### src/rtl/dmem_mmio.sv
// Data memory with a small memory-mapped peripheral block for a single-cycle core.
// RAM occupies the low MEM_WORDS*4 bytes, and a GPIO output register plus a
// compare/match timer sit at 0xFFFF_FF00..0xFFFF_FF0C.
// Loads are combinational. Stores commit on the rising edge of clk.
module dmem_mmio #(
    parameter int MEM_WORDS = 64,
    parameter int GPIO_W    = 8
) (
    input  logic              clk,
    input  logic              reset,
    input  logic              memwrite,
    input  logic [31:0]       aluout,
    input  logic [31:0]       writedata,
    output logic [31:0]       readdata,
    output logic [GPIO_W-1:0] gpio_out,
    output logic              timer_irq
);

    localparam int AW = $clog2(MEM_WORDS);

    // Word addresses (byte address >> 2) of the peripheral registers
    localparam logic [29:0] A_GPIO   = 30'h3FFF_FFC0;
    localparam logic [29:0] A_TCOUNT = 30'h3FFF_FFC1;
    localparam logic [29:0] A_TCMP   = 30'h3FFF_FFC2;
    localparam logic [29:0] A_TCTRL  = 30'h3FFF_FFC3;

    // Storage
    logic [31:0]       r_mem [MEM_WORDS];
    logic [GPIO_W-1:0] r_gpio;
    logic [31:0]       r_tcount;
    logic [31:0]       r_tcmp;
    logic              r_en;
    logic              r_autoclr;
    logic              r_flag;
    logic              r_irq;

    // Decode
    logic [29:0]       w_waddr;
    logic [AW-1:0]     w_word_idx;
    logic              w_sel_ram;
    logic              w_sel_gpio;
    logic              w_sel_tcount;
    logic              w_sel_tcmp;
    logic              w_sel_tctrl;
    logic              w_match;
    logic [31:0]       w_tcount_next;
    logic              w_flag_next;
    logic [31:0]       w_gpio_ext;
    logic [31:0]       w_tctrl_rd;

    // Byte-lane bits are never decoded; access is whole-word only
    logic w_unused_ok;
    assign w_unused_ok = &{1'b0, aluout[1:0]};

    assign w_waddr      = aluout[31:2];
    assign w_word_idx   = aluout[AW+1:2];
    assign w_sel_ram    = (aluout[31:AW+2] == '0);
    assign w_sel_gpio   = (w_waddr == A_GPIO);
    assign w_sel_tcount = (w_waddr == A_TCOUNT);
    assign w_sel_tcmp   = (w_waddr == A_TCMP);
    assign w_sel_tctrl  = (w_waddr == A_TCTRL);

    // The match is judged on the pre-edge count, compare value and enable.
    // A store landing on the same edge therefore cannot mask a match.
    assign w_match = r_en && (r_tcount == r_tcmp);

    // Next timer count: a software write wins, then auto-clear on match, then increment
    always_comb begin
        w_tcount_next = r_tcount;
        if (memwrite && w_sel_tcount) begin
            w_tcount_next = writedata;
        end else if (r_en) begin
            if (w_match && r_autoclr) begin
                w_tcount_next = 32'd0;
            end else begin
                w_tcount_next = r_tcount + 32'd1;
            end
        end
    end

    // Next FLAG: a match sets it, and that takes priority over a write-1-to-clear
    always_comb begin
        w_flag_next = r_flag;
        if (w_match) begin
            w_flag_next = 1'b1;
        end else if (memwrite && w_sel_tctrl && writedata[2]) begin
            w_flag_next = 1'b0;
        end
    end

    // RAM write port. The RAM is never reset, and stores are held off while reset is asserted.
    always_ff @(posedge clk) begin
        if (memwrite && reset && w_sel_ram) begin
            r_mem[w_word_idx] <= writedata;
        end
    end

    // GPIO output register
    always_ff @(posedge clk or negedge reset) begin
        if (!reset) begin
            r_gpio <= '0;
        end else if (memwrite && w_sel_gpio) begin
            r_gpio <= writedata[GPIO_W-1:0];
        end
    end

    // Timer count and compare registers
    always_ff @(posedge clk or negedge reset) begin
        if (!reset) begin
            r_tcount <= 32'd0;
            r_tcmp   <= 32'd0;
        end else begin
            r_tcount <= w_tcount_next;
            if (memwrite && w_sel_tcmp) begin
                r_tcmp <= writedata;
            end
        end
    end

    // Timer control bits and the status flag. The IRQ is loaded with the same next value as FLAG, so it never lags FLAG.
    always_ff @(posedge clk or negedge reset) begin
        if (!reset) begin
            r_en      <= 1'b0;
            r_autoclr <= 1'b0;
            r_flag    <= 1'b0;
            r_irq     <= 1'b0;
        end else begin
            if (memwrite && w_sel_tctrl) begin
                r_en      <= writedata[0];
                r_autoclr <= writedata[1];
            end
            r_flag <= w_flag_next;
            r_irq  <= w_flag_next;
        end
    end

    // Zero-extended views of the narrow registers for the read mux
    always_comb begin
        w_gpio_ext             = 32'd0;
        w_gpio_ext[GPIO_W-1:0] = r_gpio;
        w_tctrl_rd             = {29'd0, r_flag, r_autoclr, r_en};
    end

    // Combinational load path; any unmapped address reads as zero
    always_comb begin
        readdata = 32'd0;
        if (w_sel_ram) begin
            readdata = r_mem[w_word_idx];
        end else if (w_sel_gpio) begin
            readdata = w_gpio_ext;
        end else if (w_sel_tcount) begin
            readdata = r_tcount;
        end else if (w_sel_tcmp) begin
            readdata = r_tcmp;
        end else if (w_sel_tctrl) begin
            readdata = w_tctrl_rd;
        end
    end

    assign gpio_out  = r_gpio;
    assign timer_irq = r_irq;

endmodule

### config.mk
export PLATFORM = sky130hd
export DESIGN_NAME = dmem_mmio
export DESIGN_NICKNAME = d
export VERILOG_FILES = /design/src/rtl/dmem_mmio.sv
export SDC_FILE = /design/constraint.sdc
export NUM_CORES = 2
export LEC_CHECK = 0
export CAP_MARGIN = 40
export CORE_AREA = 2 2 490 492
export DETAILED_ROUTE_END_ITERATION = 16
export DIE_AREA = 0 0 492 494
export DONT_BUFFER_PORTS = 1
export PLACE_DENSITY = 0.59
export SLEW_MARGIN = 0
export SYNTH_ARGS = -nofsm -noshare
export SYNTH_HDL_FRONTEND = slang
export SYNTH_SLANG_ARGS = --single-unit
### constraint.sdc
create_clock -name clk -period 3.1 [get_ports clk]
set_input_delay 0.465 -clock clk [delete_from_list [all_inputs] [get_ports clk]]
set_output_delay 0.465 -clock clk [all_outputs]
set_load 0.02 [all_outputs]
== Word-level counts from Yosys, hierarchy flattened ==
Memories as Yosys holds them, arrays and structs flattened.
Index checks and enable logic that the tools add are counted.
W data, S select, Z words.
Word-level totals
  register bits: 75
  RAM bits: 2048
  logic and storage cells: 37
  memories: 1
Memory list
  r_mem: words 64, width 32, read ports 1, clocked after memory_dff 0, write ports 1, RTL line 28  | logic [31:0] r_mem [MEM_WORDS];
Cells by class
  add/subtract/negate cells: 1
  eq/ne operators: 5
  multiplexer cells: 12
  reduce and logical (&&, ||, !) cells: 12
Operators by type and width (number)
  $mux W32: 7
  $eq A30 B30 Y1 const B: 4
  $add A32 B1 Y32 const B: 1
  $eq A32 B32 Y1: 1
  $logic_not A24 Y1: 1
  $logic_and A1 B1 Y1: 9
  $mux W1: 4
  $reduce_bool A2 Y1: 2
  $mux W3: 1

== Depth between registers and ports, before layout ==
  depth in word-level cells: 6
  depth in mapped cells: 13
  depth with buffers taken out: 8

== Worst setup path before layout ==
No wires, ideal clock.
  path type: input port to flip-flop
  start: in aluout[2]
  end: mem r_mem[14][0] (enable)
  setup time: 0.421 ns
  arrival: 3.231 ns
  data required time: 2.679 ns
  path slack: -0.552 ns
  stages: 8
  buffers on the path: 5
  cells stage by stage: buf_4 -> and3b_1 -> buf_2 -> buf_2 -> buf_2 -> buf_1 -> nand2_1 -> nor2_1
RTL lines
  from (decl): RTL line 12  | input logic [31:0] aluout,
  to (decl): RTL line 28
Straight into the memory's write port.

== Worst setup path after layout ==
  start: in aluout[3]
  end: out readdata[28]
On the way
  cells in the longest elaborated chain, start to end: 5
  elaborated cells on any way between the ends: 8
  those cells by class: 3 x eq/ne; 4 x mux; 1 x memory
RTL lines
  branches (longest 4 deep; another with $mem_v2 Z64 W32)
  $mux W32 *: RTL line 147  | if (w_sel_ram) begin
  to (decl): RTL line 14  | output logic [31:0] readdata,
Every way passes the cells marked *.

==> summary.md <==
| Metric | Value |
|---|---|
| Status | finished with violations |
| Violations in the final reports | negative hold slack, max-slew violations, negative setup slack |
| Post-synth top area cell | edfxtp_1 |
| Worst path depth | 11 |
| TritonCTS buffer count | around 210 |
| Count leader, synth | edfxtp_1 |
| Post-synth EDFFs | slightly above 2000 |
| Max Freq | ~220 MHz |
| CTS tree | yes |
| Area growth syn-to-layout | 25.8% |
| Commonest cells in the synthesized netlist | 2048 x edfxtp_1, 261 x nor2_1, 260 x mux2i_1 |
| Final nets | 5598 |
| Crit-path slowest cell | and3b_4 |
| Layout cells sized above 1 | 0.305 |
| Top sig layer | met5 |
| Worst Setup Start Kind | primary input |
| Final cell count without fillers | 8879 |
| FF+latch area | between 60000 and 70000 sq um |
| Most common flop cell mapped by yosys | edfxtp_1 |
| Initial antenna violation count | 17 |
| GR Overflow Total | 0 |
| Number of global-route vias before repair | between 50000 and 60000 |
| Flops & latches, synth | 2123 |
| WL met3 | ~40 mm |
| Io pins | 108 |
| Yosys warnings | 0 |
| Layout fillers | roughly 20000 |
| Routed WL per cell | 36.1 microns |
| FF-to-FF setup slack | between 0.15 and 0.2 ns |
| Crit path capture | readdata[28] |
| Seq/Total Area, Yosys | 0.764 |
| Final setup fails | 32 |
| Top cells by area, synth | edfxtp_1 74%, mux2i_1 3.1%, mux2_2 2.7%, dfrtp_1 2.3%, mux4_2 2.0% |
| RSZ-0062 raised after global routing | yes |
| Multi-input logic area | just over 20000 sq um |
| Dpl cells | 8367 |
| Core area | ~240000 sq um |
| Clock sinks | ~2100 |
| Worst slew pin tran | between 1.5 and 2 ns |
| Crit path DAT | roughly 4 ns |
| Overall routing resource usage | 0.250 |
| Root buf cell | clkbuf_16 |
| Syn Nets | 4849 |
| Final HPWL DP | ~190 mm |
| Ys async rst share | 0.0353 |
| Area post-placement | approximately 93000 sq um |
| CP Class | primary input to output port |
| Final worst slack | -1.38 ns |
| Reg-to-Reg End | r_tcount[31] |
| CP max stage delay | between 0.7 and 0.8 ns |
| Largest net degree at the start of global routing | 452 |
| Vias | 54158 |
| Leakage | 0.0345 uW |
| Final Cycle Share | 1.44 |
| Min Tclk post-route | about 4.5 ns |
| Initial core utilization | 0.349 |
| DP Worst Slack | -1.47 ns |
| Final hold violations | 2 |
| Crit. End Element | output port |
| Hold wc startpoint | writedata[17] |
| Routed length on met2 | between 100 and 150 mm |
| CP dominant cell by count | buf_4 |
| Syn Inst Count | ~4800 |
| Worst slew margin | -0.136 |
| Worst clock skew | roughly 0.030 ns |
| Drc violations | 0 |
| Hold Path Class | primary input to flop |
| Cells along the critical path | and3b_4, buf_12, buf_4, a221oi_2, a21oi_1, buf_4, o32a_1, nor4_2, buf_4, o21ai_2, buf_6 |
| Number of H-tree levels | 4 |
| PortBufs | 0 |
| Cell family with most CP delay | simple AND/OR/NAND/NOR gates |
| Via density per instance | about 6.1 |
| Syn avg cell area | 17.3 sq um |
| Die Area | 243000 sq um |
| Critical Path RT | ~2.6 ns |
| Top cell type's share of synthesized area | 0.742 |
| Placement row count | approximately 180 |
| FF-to-FF Start | r_tcount[27] |
| Worst vdd ir | roughly 700 uV |
| Pwr Total | 61000 uW |
| Max-Cap Viols | 0 |
| TritonRoute pass-1 iters | 6 |
| CP Launch Point | aluout[3] |
| R2R cell count | 9 |
| ANT nets after route | 0 |
| Finished Cell Area | 104000 sq um |
| WHS | -0.00596 ns |
| Clock-pin slew on the worst setup and hold paths | 0.06 ns |
| Final Slew Violations | 66 |
| CP Max Fanout | around 310 |
| Met1 WL | around 120 mm |
| Syn Std Cell Area | between 80000 and 90000 sq um |
| Die W | roughly 490 microns |
| Clk Latency, worst-skew pair | about 0.87 ns |
| Final GP Congestion | roughly 0.94 |
| Power density cells | slightly below 600 nW/um^2 |
| Starting DRT DRC Count | just under 10000 |
| Die span in y | 494 microns |
| Routed wire length | about 320 mm |
| First-pass GRT wire length | 423 mm |
| Yosys cell types | 75 |
| WP buf/inv | 5 |
| Clock Tree Buf Depth | 3 |
-- layout make-up --
type,count,share of cell area
multi-input cells,2320,0.193
inverters,18,0.000696
flip-flops and latches,2123,0.607
clock inverters,107,0.00975
clock buffers,278,0.0545
repair buffers,856,0.0966
diodes,10,0.000240
well taps,3167,0.0380
-- worst register-to-register path, stage by stage (launching register included) --
cell and delay, ns:
dfrtp_1 0.44, xor2_1 0.21, nor4_1 0.67, nand3_1 0.37, nor4_4 0.28, buf_12 0.24
nor2_1 0.12, buf_4 0.20, a22oi_1 0.17, a21oi_1 0.09
-- logic make-up (layout without fill, tap and decap cells) --
group,after synthesis,count (layout),synth area share
buf+inv,338,1259,0.0216
flops,2123,2123,0.764
compound gates,1114,1114,0.0950
mux,548,548,0.0808
xor+xnor,32,32,0.00338
other cells,0,10,0
simple gates,625,625,0.0346
fa+ha+maj,1,1,0.000151
-- registers in the layout, summed over array words and instances, names as in the netlist --
| name | count |
|---|---|
| r_autoclr | 1 |
| r_en | 1 |
| r_mem | 2048 |
| timer_irq | 1 |
| gpio_out | 8 |
| r_tcmp | 32 |
| r_tcount | 32 |
-- layer usage --
layer / GRT usage / vias to the layer above
met4: 0.130 / 2
met2: 0.380 / 4173
li1: - / 21082
met1: 0.336 / 28192
met3: 0.0547 / 709
met5: 0 / -
-- cell usage in the layout, fill, tap and decap left out, drive strengths merged, types with 18 or more instances in the layout --
cell    count
clkbuf    293
dfrtp      75
a221o      68
xor2       31
nor3       30
a221oi    177
mux4       75
nor4       36
a31oi      65
o22ai      57
inv        25
nor2      261
and3       20
a21oi     232
a211oi     18
a22oi     195
mux2      213
buf       825
a22o       35
clkinv     79
mux2i     260
edfxtp   2048
bufinv     18
nand4      22
nand2     161
a222oi     25
nand3      37
o21ai     156
-- per-stage QoR --
stage / utilization / setup TNS (ns) / hold slack (ns)
global placement: 0.393 / -34.35 / 0.171
detailed placement: 0.393 / -48.10 / 0.171
floorplan: - / -603.94 / 0.169
finish: 0.439 / -37.63 / -0.00596
global route: 0.439 / -25.97 / 0.00428
CTS: 0.434 / -24.32 / 0.00149
-- timing repair --
item                                   4_1_cts  5_1_grt
gates resized for setup                    296      142
hold buffers                                49        0
pin swaps                                   93       73
endpoints found under the hold margin     2198        0
setup buffers                               30       31
cloned                                       4       15
setup endpoints to repair                   32      291
-- power by group --
group          switching [uW]  leakage, uW  internal [uW]  total, uW
Combinational            2640       0.0119           1560       4200
Clock                   11000      0.00328          14300      25400
Sequential           0.000108       0.0193          31400      31400
Total                   13700       0.0345          47300      61000
-- how the worst min path moves through the flow --
stage	to	slack, ns	cells past startpoint
floorplan	gpio_out[0]	0.17	0
global placement	r_tcount[12]	0.17	0
detailed placement	r_tcount[12]	0.17	0
CTS	r_mem[27][17]	0.001	1
global route	r_mem[27][17]	0.004	1
finish	r_tcount[17]	-0.006	3
Power figures use the tool's default switching activity.
